===== config.mk =====
export PLATFORM = sky130hd
export DESIGN_NAME = stage4_mem
export DESIGN_NICKNAME = d
export VERILOG_FILES = /design/src/rtl/riscv_pkg.sv /design/src/rtl/stage4_mem_load_align.sv /design/src/rtl/stage4_mem.sv
export SDC_FILE = /design/constraint.sdc
export NUM_CORES = 1
export LEC_CHECK = 0
export ABC_AREA = 1
export CORE_UTILIZATION = 45
export CTS_BUF_LIST = sky130_fd_sc_hd__clkbuf_8
export CTS_CLUSTER_DIAMETER = 150
export DETAILED_ROUTE_END_ITERATION = 6
export HOLD_SLACK_MARGIN = 0.06
export PLACE_DENSITY = 0.79
export RECOVER_POWER = 100
export SETUP_SLACK_MARGIN = 0.05
export SLEW_MARGIN = 20
export SYNTH_ARGS = -nofsm -noshare
export SYNTH_HDL_FRONTEND = slang
export SYNTH_SLANG_ARGS = --single-unit

===== constraint.sdc =====
create_clock -name clk -period 2.2 [get_ports clk]
set_clock_uncertainty 0.15 [all_clocks]
set_input_delay 0.66 -clock clk [delete_from_list [all_inputs] [get_ports clk]]
set_output_delay 0.66 -clock clk [all_outputs]
set_load 0.1 [all_outputs]

===== src/rtl/riscv_pkg.sv =====
// Shared encodings for the RV64 pipeline memory stage: op-type bits, FSM states, lane helpers.
package riscv_pkg;

    localparam int unsigned XLEN_DEFAULT   = 64;
    localparam int unsigned ADDR_W_DEFAULT = 48;

    typedef logic [2:0] mem_op_t;

    localparam int unsigned MEM_VALID_BIT = 4;
    localparam int unsigned MEM_STORE_BIT = 3;

    localparam mem_op_t MEM_B  = 3'b000;
    localparam mem_op_t MEM_H  = 3'b001;
    localparam mem_op_t MEM_W  = 3'b010;
    localparam mem_op_t MEM_D  = 3'b011;
    localparam mem_op_t MEM_BU = 3'b100;
    localparam mem_op_t MEM_HU = 3'b101;
    localparam mem_op_t MEM_WU = 3'b110;

    typedef logic [1:0] mem_state_t;

    localparam mem_state_t IDLE = 2'd0;
    localparam mem_state_t REQ  = 2'd1;
    localparam mem_state_t WAIT = 2'd2;

    // Byte-enable pattern for a lane-0 access of 1/2/4/8 bytes.
    function automatic logic [7:0] size_be(input logic [1:0] size);
        case (size)
            2'd0:    size_be = 8'h01;
            2'd1:    size_be = 8'h03;
            2'd2:    size_be = 8'h0f;
            default: size_be = 8'hff;
        endcase
    endfunction

    // Offset bits that must be zero for a naturally aligned access.
    function automatic logic [2:0] size_low(input logic [1:0] size);
        case (size)
            2'd0:    size_low = 3'b000;
            2'd1:    size_low = 3'b001;
            2'd2:    size_low = 3'b011;
            default: size_low = 3'b111;
        endcase
    endfunction

endpackage


===== src/rtl/stage4_mem_load_align.sv =====
// Load data alignment: shift the returned doubleword down to the accessed lane, then extend.
module mem_load_align
    import riscv_pkg::*;
#(
    parameter int unsigned XLEN = XLEN_DEFAULT
) (
    input  logic [XLEN-1:0] rdata,
    input  logic [2:0]      addr,
    input  mem_op_t         mem_type,
    input  logic            reg_type,
    output logic [XLEN-1:0] result
);

    logic [XLEN-1:0] shifted;

    always_comb begin
        shifted = rdata >> {addr, 3'b000};
        case (mem_type)
            MEM_B:   result = {{(XLEN-8){shifted[7]}}, shifted[7:0]};
            MEM_BU:  result = {{(XLEN-8){1'b0}}, shifted[7:0]};
            MEM_H:   result = {{(XLEN-16){shifted[15]}}, shifted[15:0]};
            MEM_HU:  result = {{(XLEN-16){1'b0}}, shifted[15:0]};
            // Single-precision FP values are NaN-boxed in the 64-bit FP register file
            MEM_W:   result = reg_type ? {{(XLEN-32){1'b1}}, shifted[31:0]}
                                       : {{(XLEN-32){shifted[31]}}, shifted[31:0]};
            MEM_WU:  result = {{(XLEN-32){1'b0}}, shifted[31:0]};
            default: result = shifted;
        endcase
    end

endmodule


===== src/rtl/stage4_mem.sv =====
// Memory-access pipeline stage: drives the dmem handshake and forwards results to writeback.
// Optional MISALIGN_TRAP_EN: misaligned accesses trap instead of being force-aligned.
module stage4_mem
    import riscv_pkg::*;
#(
    parameter int unsigned XLEN   = XLEN_DEFAULT,
    parameter int unsigned ADDR_W = ADDR_W_DEFAULT
) (
    input  logic              clk,
    input  logic              n_reset,
    input  logic              valid_ex,
    input  logic [4:0]        rd_ex,
    input  logic [XLEN-1:0]   op_ex,
    input  logic              we_rd_ex,
    input  logic [ADDR_W-1:0] mem_addr_ex,
    input  logic              reg_type_ex,
    input  logic [4:0]        type_op_mem_ex,
    input  logic              trap_if_dec_ex,
    input  logic              trap_dec_ex,
    input  logic              trap_ex,
    output logic              stall_mem,
    output logic              valid_mem,
    output logic              we_rd_mem,
    output logic              reg_type_mem,
    output logic [4:0]        rd_mem,
    output logic [XLEN-1:0]   op_mem,
    output logic              trap_mem,
    output logic              dmem_req,
    output logic              dmem_we,
    output logic [ADDR_W-1:0] dmem_addr,
    output logic [7:0]        dmem_be,
    output logic [XLEN-1:0]   dmem_wdata,
    input  logic              dmem_gnt,
    input  logic              dmem_rvalid,
    input  logic [XLEN-1:0]   dmem_rdata
);

    mem_state_t      state_q, state_d;
    logic            up_trap, is_mem, is_store, accept_mem, complete, mis_acc;
    logic [1:0]      size;
    logic [2:0]      lane, lane_q;
    mem_op_t         type_q;
    logic [4:0]      rd_q;
    logic            we_rd_q, reg_type_q, mis_q;
    logic [XLEN-1:0] op_q, load_val;

    assign up_trap  = trap_if_dec_ex | trap_dec_ex | trap_ex;
    assign is_mem   = type_op_mem_ex[MEM_VALID_BIT];
    assign is_store = type_op_mem_ex[MEM_STORE_BIT];
    assign size     = type_op_mem_ex[1:0];

`ifdef MISALIGN_TRAP_EN
    assign mis_acc = |(mem_addr_ex[2:0] & size_low(size));
    assign lane    = mem_addr_ex[2:0];
`else
    assign mis_acc = 1'b0;
    assign lane    = mem_addr_ex[2:0] & ~size_low(size);
`endif

    assign accept_mem = (state_q == IDLE) && valid_ex && is_mem && !up_trap;
    // A trapped misaligned access sits in REQ for one cycle without requesting
    assign complete   = ((state_q == REQ) && (mis_q || (dmem_gnt && dmem_rvalid)))
                     || ((state_q == WAIT) && dmem_rvalid);
    assign stall_mem  = n_reset && (accept_mem || ((state_q != IDLE) && !complete));
    assign dmem_req   = (state_q == REQ) && !mis_q;

    always_comb begin
        state_d = state_q;
        case (state_q)
            IDLE:    if (accept_mem) state_d = REQ;
            REQ:     if (complete) state_d = IDLE;
                     else if (dmem_gnt) state_d = WAIT;
            WAIT:    if (dmem_rvalid) state_d = IDLE;
            default: state_d = IDLE;
        endcase
    end

    mem_load_align #(
        .XLEN (XLEN)
    ) u_load_align (
        .rdata    (dmem_rdata),
        .addr     (lane_q),
        .mem_type (type_q),
        .reg_type (reg_type_q),
        .result   (load_val)
    );

    always_ff @(posedge clk or negedge n_reset) begin
        if (!n_reset) begin
            state_q      <= IDLE;
            valid_mem    <= 1'b0;
            we_rd_mem    <= 1'b0;
            reg_type_mem <= 1'b0;
            rd_mem       <= '0;
            op_mem       <= '0;
            trap_mem     <= 1'b0;
            dmem_we      <= 1'b0;
            dmem_addr    <= '0;
            dmem_be      <= '0;
            dmem_wdata   <= '0;
            lane_q       <= '0;
            type_q       <= '0;
            rd_q         <= '0;
            we_rd_q      <= 1'b0;
            reg_type_q   <= 1'b0;
            op_q         <= '0;
            mis_q        <= 1'b0;
        end else begin
            state_q   <= state_d;
            valid_mem <= 1'b0;
            if (accept_mem) begin
                dmem_addr  <= {mem_addr_ex[ADDR_W-1:3], 3'b000};
                dmem_be    <= size_be(size) << lane;
                dmem_wdata <= op_ex << {lane, 3'b000};
                dmem_we    <= is_store;
                lane_q     <= lane;
                type_q     <= type_op_mem_ex[2:0];
                rd_q       <= rd_ex;
                we_rd_q    <= we_rd_ex && !is_store;
                reg_type_q <= reg_type_ex;
                op_q       <= op_ex;
                mis_q      <= mis_acc;
            end else if ((state_q == IDLE) && valid_ex) begin
                valid_mem    <= 1'b1;
                rd_mem       <= rd_ex;
                op_mem       <= op_ex;
                we_rd_mem    <= we_rd_ex;
                reg_type_mem <= reg_type_ex;
                trap_mem     <= up_trap;
            end
            if (complete) begin
                valid_mem    <= 1'b1;
                rd_mem       <= rd_q;
                reg_type_mem <= reg_type_q;
                trap_mem     <= mis_q;
                we_rd_mem    <= we_rd_q && !mis_q;
                op_mem       <= dmem_we ? op_q : load_val;
            end
        end
    end

endmodule


## After elaboration in Yosys (flattened, before gate mapping)

Cells that the tools add are included.

| word-level totals | value |
|---|---|
| register bits | 270 |
| latch bits | 0 |
| memory bits (writable) | 0 |
| ROM bits | 0 |
| input port bits | 196 |
| output and inout bits | 196 |
| word-level logic and storage cells | 87 |
| memories | 0 |

| cells by class | value |
|---|---|
| add/sub/neg operators | 0 |
| multipliers | 0 |
| div/mod/pow operators | 0 |
| order comparisons | 0 |
| eq/ne operators | 13 |
| shift-type cells | 3 |
| multiplexer cells | 29 |
| bitwise gates (word level) | 4 |
| reductions and logical operators | 21 |

Operator list:

| kind | count |
|---|---|
| one-hot mux 64 bit (6 select lines) | 1 |
| 2-to-1 mux 64 bit | 5 |
| << shifter 64 x 6 -> 64 bit | 1 |
| right shift 64 x 6 -> 64 bit | 1 |
| one-hot mux 8 bit (3 select lines) | 1 |
| 2-to-1 mux 5 bit | 3 |
| 2-to-1 mux 1 bit | 12 |
| == test 3 bit (second input constant) | 3 |
| logical AND 1 bit | 9 |
| one-hot mux 3 bit (3 select lines) | 1 |
| 2-to-1 mux 2 bit | 4 |
| 2-to-1 mux 8 bit | 1 |
| << shifter 8 x 3 -> 8 bit | 1 |
| one-hot mux 2 bit (3 select lines) | 1 |
| == test 2 x 1 -> 1 bit (second input constant) | 2 |
| == test 2 bit (second input constant) | 2 |
| zero test 2 bit | 2 |
| != test 2 bit (second input constant) | 2 |
| nonzero test 2 bit | 2 |
| bitwise AND 3 bit | 1 |
| == test 3 x 1 -> 1 bit (second input constant) | 1 |
| == test 3 x 2 -> 1 bit (second input constant) | 1 |
| zero test 1 bit | 3 |
| zero test 3 bit | 1 |
| other kinds (7) | 9 |

## Logic depth before layout (Yosys ltp)

| logic depth | value |
|---|---|
| depth in word-level cells | 7 |
| mapped depth | 14 |
| mapped depth without buffers | 11 |

## Hierarchy

A second synthesis with hierarchy kept.

| unflattened totals | value |
|---|---|
| cell total of the unflattened synthesis | 2415 |
| area total of the unflattened synthesis | 15859.0 um^2 |

By module, submodules not included:

| module | times used | cells each | area each (um^2) | seq. area each (um^2) |
|---|---|---|---|---|
| stage4_mem | 1 | 1917 | 13457.9 | 6756.5 |
| mem_load_align | 1 | 498 | 2401.1 | 0.0 |

## Worst setup path after synthesis

No wires, ideal clock.

| timing | value |
|---|---|
| path type | flip-flop to output port |
| start point | register state_q[1] |
| end point | output port stall_mem |
| data arrival time | 2898 ps |
| path slack | -1508 ps |
| stages on the path, launching flop included | 9 |
| path buffers | 2 |
| cell sequence | dfrtp_1 > nor2_1 > nand2_1 > nand2_1 > nand2_2 > inv_2 > buf_2 > buf_2 > nor2_1 |

| between the ends | value |
|---|---|
| cells in the longest elaborated chain, start to end | 7 |
| elaborated cells on any way between the ends | 14 |
| those cells by class | eq/ne (2); reduce/logical (12) |

RTL lines:

| item | RTL line | source |
|---|---|---|
| start, declared | stage4_mem.sv:38 | `mem_state_t state_q, state_d;` |
| start signal, assigned | stage4_mem.sv:109 | `state_q <= state_d;` |
| == test 2 x 1 -> 1 bit | -- |  |
| via dmem_req | stage4_mem.sv:28 | `output logic dmem_req,` |
| logical AND 1 bit | stage4_mem.sv:62 | `assign complete = ((state_q == REQ) && (mis_q \|\| (dmem_gnt && dmem_rvalid)))` |
| logical OR 1 bit | stage4_mem.sv:63 | `\|\| ((state_q == WAIT) && dmem_rvalid);` |
| zero test 1 bit | stage4_mem.sv:64 | `assign stall_mem = n_reset && (accept_mem \|\| ((state_q != IDLE) && !complete));` |
| logical AND 1 bit | stage4_mem.sv:64 |  |
| logical OR 1 bit | stage4_mem.sv:64 |  |
| logical AND 1 bit | stage4_mem.sv:64 |  |
| end, declared | stage4_mem.sv:21 | `output logic stall_mem,` |

The timed path passes the listed nets, and every way through them passes these cells.

## Worst setup path in the final report

| timing | value |
|---|---|
| start point | register state_q[1] |
| end point | output port stall_mem |

| between the ends | value |
|---|---|
| cells in the longest elaborated chain, start to end | 7 |
| elaborated cells on any way between the ends | 14 |
| those cells by class | eq/ne (2); reduce/logical (12) |

RTL lines:

| item | RTL line |
|---|---|
| == test 2 x 1 -> 1 bit / == test 2 bit (equally long branches) | stage4_mem.sv:62, stage4_mem.sv:63 |
| logical AND 1 bit, on equally long branches | stage4_mem.sv:62, stage4_mem.sv:63 |
| logical OR 1 bit | stage4_mem.sv:63 |
| zero test 1 bit | stage4_mem.sv:64 |
| logical AND 1 bit | stage4_mem.sv:64 |
| logical OR 1 bit * | stage4_mem.sv:64 |
| logical AND 1 bit * | stage4_mem.sv:64 |

Every way passes the cells marked *; elsewhere a longest branch is shown, timed or not.

==> flow_metrics.tcl <==
set metrics [dict create \
    status "finished, violations left" \
    violations "negative setup slack" \
    grt_max_degree 171 \
    wirelength_um 66190 \
    start_util_pct 46.15 \
    place_inst 2961 \
    synth_cell_type_count 45 \
    power_frac_comb_pct 53.7 \
    drive_gt1_share_pct 21.64 \
    cp-end-kind "primary output" \
    stdcell_area_um2 23900 \
    nets 2776 \
    ios 392 \
    cp_common_cell "nor2_8" \
    cp_max_fo 2 \
    finalCritPeriodShare_pct 120.5 \
    core_area_um2 32780 \
    fmax_ghz 0.3771 \
    worst_pin_slew_ps 1013 \
    reg2reg_depth 12 \
    grt.total_usage_pct 37.92 \
    synth_top_area_share_pct 44.66 \
    internal_power_mw 13.16 \
    power_density_nw_per_um2 1060 \
    dpl.hpwl_um 49240 \
    grt_pass1_wl_um 97320 \
    avgSynthCellArea_um2 7.298 \
    wl_per_cell_um 21.67 \
    ys_warn_count 0 \
    pre_cts_ws_ps -662.9 \
    dpl-instance-area_um2 22670 \
    clkSinkCount 270 \
    rsz0062_at_grt "true" \
    critPathKind "reg2out" \
    drcViolationCount 0 \
    insertion_delay_ps 590 \
    htreeDepth 2 \
    area.sequential_um2 6765 \
    slew_viol_final 0 \
    r2r-start "state_q[1]" \
    synth_area_leader_cell "dfrtp_1" \
    io_buffers 388 \
    crit_path_top_delay_cell "dfrtp_1" \
    clockBufferDepth 3 \
    synth.yosys.seq_area_share_pct 44.66 \
    overflow 0 \
    die_w_um 185.4 \
    cts_tree "yes" \
    stdcell_count 3054 \
    seq_power_share_pct 28.5 \
    rows 66 \
    multi_input_area_um2 7192 \
    switching_share_pct 48.08 \
    numCtsBuffers 46 \
    cts_root_buf "clkbuf_8" \
    finalHoldViolCount 0 \
    reg2reg_to "op_mem[24]" \
    critPathLaunchType "register" \
    vias 17496 \
    die_area_um2 34360 \
    worstPathCellList "or2_4 -> nor2_8 -> inv_4 -> nor2_8 -> o21ai_4 -> nor2_4 -> buf_12" \
    synth.area.top_cells "dfrtp_1, nand2_1, o21ai_0" \
    dr.pass1.iters 6 \
    fin_util_pct 72.89 \
    whs_ps 36.63 \
    gp_congestion 0.9868 \
    power.net_switching_mw 12.18 \
    clock_power_share_pct 17.7 \
    timing.final.ws_setup_ps -452.0 \
    critical_path_required_ps 1390 \
    areaGrowthSynthToFinish_pct 57.96 \
    antenna_left 0 \
    arrival_ps 1840 \
    relSlewSlack_pct 32.47 \
    die_h_um 185.4 \
    post-route-min-period_ps 2652 \
    max_stage_delay_ps 380 \
    antenna_found_initial 1 \
    ys_ff_latch 270 \
    netlist_area_um2 15130 \
    num-fill-cells 2448 \
    path_clk_slew_ps 60 \
    via_per_inst 5.729 \
    grt_pass1_vias 17119 \
    drtIter0Drc 2122 \
    cap_violations 0 \
    peakVddDrop_mv 1.063 \
    r2r_slack_ps 40 \
    hp-class "in2async" \
    syn_inst 2073 \
    finalSetupViolations 2 \
    cellLeakagePower_nw 11.47 \
]
[placed cells by master (no fill, tap or decap), types with 8 or more instances in the layout]
cell / count
a21oi_2: 10
nand4_1: 32
o211ai_1: 46
clkbuf_8: 57
a22oi_1: 15
o22ai_1: 12
o21ai_2: 8
clkdlybuf4s50_1: 190
o21ai_0: 181
o21ai_1: 83
inv_1: 132
buf_12: 220
nand3_1: 123
a22o_1: 16
buf_4: 190
dfrtp_1: 265
nand2_2: 9
a21oi_1: 98
nand2_1: 657
nor2_1: 160
[sequential cells by signal, summed over array words and instances, names as in the netlist, 3 cells and up]
signal and flops:
type_q 3, rd_mem 5, dmem_be 8, rd_q 5
dmem_addr 45, lane_q 3, op_q 64, dmem_wdata 64
op_mem 64
[through the flow]
stage	power, mW	TNS [ps]
after floorplan	14.69	-482.2
after detailed placement	20.54	-97310
after global routing	26.18	-875.1
final	25.34	-662.4
after CTS	25.09	-680.1
after global placement	20.37	-89830
[per-layer routing]
layer	part of all wire (%)	wire, um	global-route usage [%]
met3	11	7356	9.359
met5	0	0	0
met4	6.9	4541	23.40
met1	35	23420	44.39
met2	47	30870	62.47
[Yosys cell counts (all sizes together)]
cell,n
clkbuf,54
nor2,171
a31oi,4
a32oi,7
conb,1
buf,107
nand4,32
a22oi,15
clkinv,3
mux2i,1
o221ai,2
o211ai,46
nand3,129
a21oi,109
dfrtp,270
or2,8
a32o,3
nand2,672
o22ai,12
o31ai,8
o32ai,1
o21ai,273
nor3,4
inv,125
a22o,16
[kinds of logic after synthesis]
group                  Yosys count  synth area share (%)
AO/OA/AOI/OAI                  496                 18.72
other                            1               0.02479
buffers and inverters          289                 8.717
flip-flops                     270                 44.66
AND/OR/NAND/NOR               1016                 27.81
multiplexers                     1               0.06617
[critical path, delay by kind of cell (launching register included)]
family	cells	cell delay, ps
and+or+nand+nor	4	570
DFF	1	380
buffers and inverters	2	230
AOI/OAI and AO/OA	1	60
[timing repair]
item                                    CTS  global route
endpoints found under the setup margin   17            93
setup buffers                             5             1
pin swaps                                 6            12
resized for setup                        19            43
hold buffers                              1             0
cloned                                    0             6
hold endpoints to repair                 34             0
[worst max path at each step]
| stage | from | end | slack (ps) |
|---|---|---|---|
| floorplan | trap_ex | stall_mem | -480 |
| global placement | type_op_mem_ex[0] | dmem_wdata[56] | -650 |
| detailed placement | type_op_mem_ex[0] | dmem_wdata[56] | -660 |
| CTS | state_q[1] | stall_mem | -480 |
| global route | state_q[1] | stall_mem | -510 |
| finish | state_q[1] | stall_mem | -450 |
[layout make-up]
cell class                 instances  area share (%)
timing repair buffer             617           33.39
tap                              442           2.314
timing repair inverter             1         0.04712
clock buffer                      57           3.283
inverter                         128           2.100
sequential                       270           28.31
multi-input combinational       1516           30.10
clock inverter                    22          0.4503
antenna                            1         0.01047
[power groups by stage]
stage	Clock (mW)	Combinational, mW	Sequential, mW
global placement	0	13.1	7.22
global route	4.74	14.1	7.30
finish	4.49	13.6	7.23
CTS	4.53	13.4	7.19
floorplan	0	2.82	11.9
detailed placement	0	13.3	7.24
(Power assumes the default switching activity.)
